--- src/rtl/serial_subtractor.sv ---
// serial_subtractor: bit-serial A-B, one bit per cycle LSB first, with borrow out.
// Define SERIAL_SUBTRACTOR_OVF_EN to add the signed-overflow output ovf.
module serial_subtractor #(
    parameter int WIDTH = 4
) (
    input  logic             clk,
    input  logic             rst,
    input  logic             start,
    input  logic [WIDTH-1:0] A,
    input  logic [WIDTH-1:0] B,
    output logic [WIDTH-1:0] out,
    output logic             bo,
    output logic             busy,
`ifdef SERIAL_SUBTRACTOR_OVF_EN
    output logic             done,
    output logic             ovf
`else
    output logic             done
`endif
);
    localparam int CW = $clog2(WIDTH) + 1;
    typedef enum logic [1:0] {IDLE, RUN, DONE} state_t;
    state_t r_state, w_next;
    logic [WIDTH-1:0] r_a, r_b, r_res;
    logic [CW-1:0] r_cnt;
    logic r_br, w_d, w_br_next, w_last, w_accept;
    assign w_d       = r_a[0] ^ r_b[0] ^ r_br;
    assign w_br_next = (~r_a[0] & r_b[0]) | (~(r_a[0] ^ r_b[0]) & r_br);
    assign w_last    = r_cnt == CW'(WIDTH - 1);
    assign w_accept  = start && (r_state != RUN);
    always_comb begin
        w_next = r_state;
        busy   = r_state == RUN;
        done   = r_state == DONE;
        w_next = (r_state == RUN) ? (w_last ? DONE : RUN) : (start ? RUN : IDLE);
    end
    always_ff @(posedge clk) begin
        r_state <= rst ? IDLE : w_next;
    end
`ifdef SERIAL_SUBTRACTOR_OVF_EN
    // operand sign bits are kept because r_a/r_b are consumed by shifting
    logic r_asgn, r_bsgn;
    always_ff @(posedge clk) begin
        if (rst) begin
            r_asgn <= 1'b0;
            r_bsgn <= 1'b0;
            ovf    <= 1'b0;
        end else if (w_accept) begin
            r_asgn <= A[WIDTH-1];
            r_bsgn <= B[WIDTH-1];
        end else if (r_state == RUN && w_last) begin
            ovf <= (r_asgn != r_bsgn) && (w_d != r_asgn);
        end
    end
`endif
    always_ff @(posedge clk) begin
        if (rst) begin
            r_a   <= '0;
            r_b   <= '0;
            r_res <= '0;
            r_cnt <= '0;
            r_br  <= 1'b0;
            out   <= '0;
            bo    <= 1'b0;
        end else if (w_accept) begin
            r_a   <= A;
            r_b   <= B;
            r_cnt <= '0;
            r_br  <= 1'b0;
        end else if (r_state == RUN) begin
            r_a   <= r_a >> 1;
            r_b   <= r_b >> 1;
            r_br  <= w_br_next;
            r_cnt <= r_cnt + CW'(1);
            r_res <= {w_d, r_res[WIDTH-1:1]};
            if (w_last) begin
                out <= {w_d, r_res[WIDTH-1:1]};
                bo  <= w_br_next;
            end
        end
    end
endmodule

--- config.mk ---
export PLATFORM = sky130hd
export DESIGN_NAME = serial_subtractor
export DESIGN_NICKNAME = d
export VERILOG_FILES = /design/src/rtl/serial_subtractor.sv
export SDC_FILE = /design/constraint.sdc
export NUM_CORES = 1
export LEC_CHECK = 0
export CAP_MARGIN = 10
export CORE_MARGIN = 10
export CORE_UTILIZATION = 53
export CTS_BUF_LIST = sky130_fd_sc_hd__clkbuf_4 sky130_fd_sc_hd__clkbuf_8 sky130_fd_sc_hd__clkbuf_16
export CTS_CLUSTER_DIAMETER = 150
export DETAILED_ROUTE_END_ITERATION = 10
export MAX_ROUTING_LAYER = met4
export PLACE_DENSITY = 0.92
export SLEW_MARGIN = 20
export SYNTH_ARGS = -nofsm -noshare
export SYNTH_HDL_FRONTEND = slang
export SYNTH_SLANG_ARGS = --single-unit
export TNS_END_PERCENT = 10
--- constraint.sdc ---
create_clock -name clk -period 2.4 [get_ports clk]
set_input_delay 0.36 -clock clk [delete_from_list [all_inputs] [get_ports clk]]
set_output_delay 0.36 -clock clk [all_outputs]
set_load 0.03 [all_outputs]
==> impl_metrics.env <==
export IMPL_reg2reg_depth=5
export IMPL_ioPinCount=18
export IMPL_drtIter0Drc=16
export IMPL_cts_setup_buffers=0
export IMPL_cp_arrival_ns=1.79
export IMPL_ys_top_cells_by_count="dfxtp_1 (22), a21oi_1 (13), nand2_1 (12)"
export IMPL_grt_pass1_vias=713
export IMPL_finalHoldViolCount=0
export IMPL_syn_nets=116
export IMPL_r2r_end="out[2]"
export IMPL_antenna_found_initial=0
export IMPL_ant_nets=0
export IMPL_ir_worst_vdd_mv=0.4615
export IMPL_grt_pass1_wl_um=3049
export IMPL_drc=0
export IMPL_synth_most_common_cell="dfxtp_1"
export IMPL_grt_max_degree=23
export IMPL_cts_buffers=3
export IMPL_cts_tree="done"
export IMPL_critPathMaxFanout=20
export IMPL_cts_root_buf="clkbuf_4"
export IMPL_setup_tns_ns=0
export IMPL_worstSetupStartpoint="r_state[0]"
export IMPL_clockBufferDepth=2
export IMPL_syn_inst=101
export IMPL_drt_wl_total_um=1731
export IMPL_synth_top_family_by_area="simple AND/OR/NAND/NOR gates"
export IMPL_status="finished, final reports clean"
export IMPL_tightest_slew_ns=0.7619
export IMPL_max_cap_viol_count=0
export IMPL_dieWidth_um=62.42
export IMPL_portBuffers=17
export IMPL_synthArstFlopShare_pct=0
export IMPL_htreeDepth=1
export IMPL_synth_seq_area_share_pct=46.19
export IMPL_synth_simple_gate_area_share_pct=19.55
export IMPL_setup_viol_count_final=0
export IMPL_hp_class="flip-flop to flip-flop"
export IMPL_regToRegSetupSlack_ns=1.06
export IMPL_synth_edff_count=0
export IMPL_netlist_area_um2=953.4
export IMPL_slew_viol_final=0
export IMPL_relSlewSlack_pct=49.05
export IMPL_synth_fa_ha_area_share_pct=6.037
export IMPL_cts_resized_gates=0
export IMPL_power_leakage_nw=0.4254
export IMPL_p_sw_share_pct=22.21
export IMPL_ys_ff_latch=22
export IMPL_wire_per_inst_um=12.36
export IMPL_synth_cell_types=23
export IMPL_path_clk_slew_ns=0.12
export IMPL_fin_crit_sh_pct=89.38
export IMPL_drive_above_1_share_pct=5.217
export IMPL_yosysTopAreaCellShare_pct=46.19
export IMPL_period_minus_slack_ns=2.145
export IMPL_synth_compound_area_share_pct=12.47
export IMPL_synthFlopType="dfxtp_1"
export IMPL_nets=131
export IMPL_fp_dieH_um=62.42
export IMPL_hpwl_um=1270
export IMPL_hold_buffers=0
export IMPL_gr_total_overflow=0
export IMPL_cts_sinks=22
export IMPL_vias_per_cell=5.114
export IMPL_p_per_area_nw_per_um2=659.5
export IMPL_pwr_share_comb_pct=11.5
export IMPL_cp_required_ns=2.04
export IMPL_skew_ns=0.007605
export IMPL_synthMuxAreaShare_pct=8.399
export IMPL_start_util_pct=55.82
export IMPL_grt_use_total_pct=9.493
export IMPL_place_congestion=0.7313
export IMPL_syn_area_per_cell_um2=9.440
export IMPL_yosys_top_cells_area="dfxtp_1 (46%), mux2i_1 (8.4%), a21oi_1 (6.8%), a211oi_1 (4.7%), nand2_1 (4.7%)"
export IMPL_first_pass_iters=4
export IMPL_yosys_area_share_xor_xnor_pct=0
export IMPL_num_vias=716
export IMPL_max_clock_freq_mhz=466.2
export IMPL_power_frac_clock_pct=36.7
export IMPL_hold_start="out[2]"
export IMPL_worstSetupStartpointType="flip-flop"
export IMPL_num_fill_cells=136
export IMPL_p_sw_uw=169.2
export IMPL_seqPwrFrac_pct=51.8
export IMPL_yosys_warnings=0
export IMPL_diodes=0
export IMPL_path_class="flip-flop to output port"
export IMPL_synth_area_leader_cell="dfxtp_1"
export IMPL_rows=15
export IMPL_syn_to_final_growth_pct=21.13
export IMPL_clk_latency_ns=0.30
export IMPL_holdPathStages=2
export IMPL_intPower_uw=592.5
export IMPL_die_area_um2=3896
export IMPL_core_um2=1708
export IMPL_worstReg2RegStart="r_cnt[0]"
export IMPL_rsz0062_at_grt="no"
export IMPL_worstSetupEndpointType="output port"
export IMPL_whs_ns=0.4646
export IMPL_min_to="out[2]"
[power groups by stage]
stage / registers [mW] / logic (mW) / clock network, mW
after floorplan: 0.399 / 0.0666 / 0
after global placement: 0.401 / 0.0839 / 0
after detailed placement: 0.402 / 0.0878 / 0
after CTS: 0.394 / 0.0881 / 0.283
after global routing: 0.396 / 0.0981 / 0.301
final: 0.394 / 0.0876 / 0.280
[layer usage]
metal | GRT usage [%] | share of wire [%] | vias to the layer above
li1 | - | - | 377
met3 | 3.226 | 4.0 | 2
met2 | 15.38 | 45 | 15
met4 | 3.352 | 0.81 | 0
met1 | 10.63 | 50 | 322
met5 | - | 0 | -
[flip-flops by register name, indices dropped and copies added, names as in the netlist]
register and flops:
r_state 2, r_a 4, r_br 1, bo 1
r_b 4, r_cnt 3, r_res 3, out 4
[stage by stage]
step           setup slack [ns]  cell area [um^2]  total power, mW  cells  utilization (%)
2_1_floorplan             1.147             953.4           0.4658    101                -
3_3_place_gp             0.6177              1102           0.4850    136            64.54
3_5_place_dp             0.5856              1102           0.4898    136            64.54
4_1_cts                  0.2339              1155           0.7655    140            67.62
5_1_grt                  0.1298              1155           0.7955    140            67.62
6_report                 0.2549              1155           0.7616    140            67.62
[cell families (layout without fill, tap and decap cells)]
group,Yosys count,after routing
compound gates,20,20
simple gates,36,36
buf+inv,11,25
mux,8,8
fa+ha+maj,4,4
flops,22,22
[worst max path at each step]
stage | end | slack [ns] | depth (start not counted)
final | busy | 0.25 | 3
after global routing | busy | 0.13 | 3
after floorplan | out[0] | 1.15 | 6
after global placement | busy | 0.62 | 3
after detailed placement | busy | 0.59 | 3
after CTS | busy | 0.23 | 3
[area by class of cell]
class | instances | area (um^2) | area share (%)
clock buffer | 3 | 22.52 | 1.950
sequential | 22 | 440.4 | 38.14
timing repair buffer | 17 | 170.2 | 14.73
inverter | 4 | 17.52 | 1.517
clock inverter | 1 | 30.03 | 2.600
tap | 25 | 31.28 | 2.709
multi-input combinational | 68 | 442.9 | 38.35
[layout by cell type, fill, tap and decap left out]
master | Yosys | final
clkbuf_4 | 0 | 3
nor2_1 | 6 | 6
nand3b_1 | 3 | 3
fa_1 | 1 | 1
a311oi_1 | 1 | 1
nand2b_1 | 3 | 3
inv_4 | 1 | 1
ha_1 | 3 | 3
a21oi_1 | 13 | 13
nor2b_1 | 1 | 1
inv_1 | 3 | 3
or2b_1 | 1 | 1
mux2i_1 | 8 | 8
nand2b_4 | 1 | 1
or3_1 | 2 | 2
nor3_1 | 2 | 2
nand2_1 | 12 | 12
clkdlybuf4s50_1 | 0 | 17
bufinv_16 | 0 | 1
nor3b_1 | 1 | 1
a211oi_1 | 6 | 6
nand3_1 | 4 | 4
dfxtp_1 | 22 | 22
[critical path, cell delays in order, from the launching register on]
cell and delay, ns:
dfxtp_1 0.41, nand2b_4 0.17, inv_4 0.19, clkdlybuf4s50_1 0.70
No activity file was read; power rests on OpenSTA's default activity.
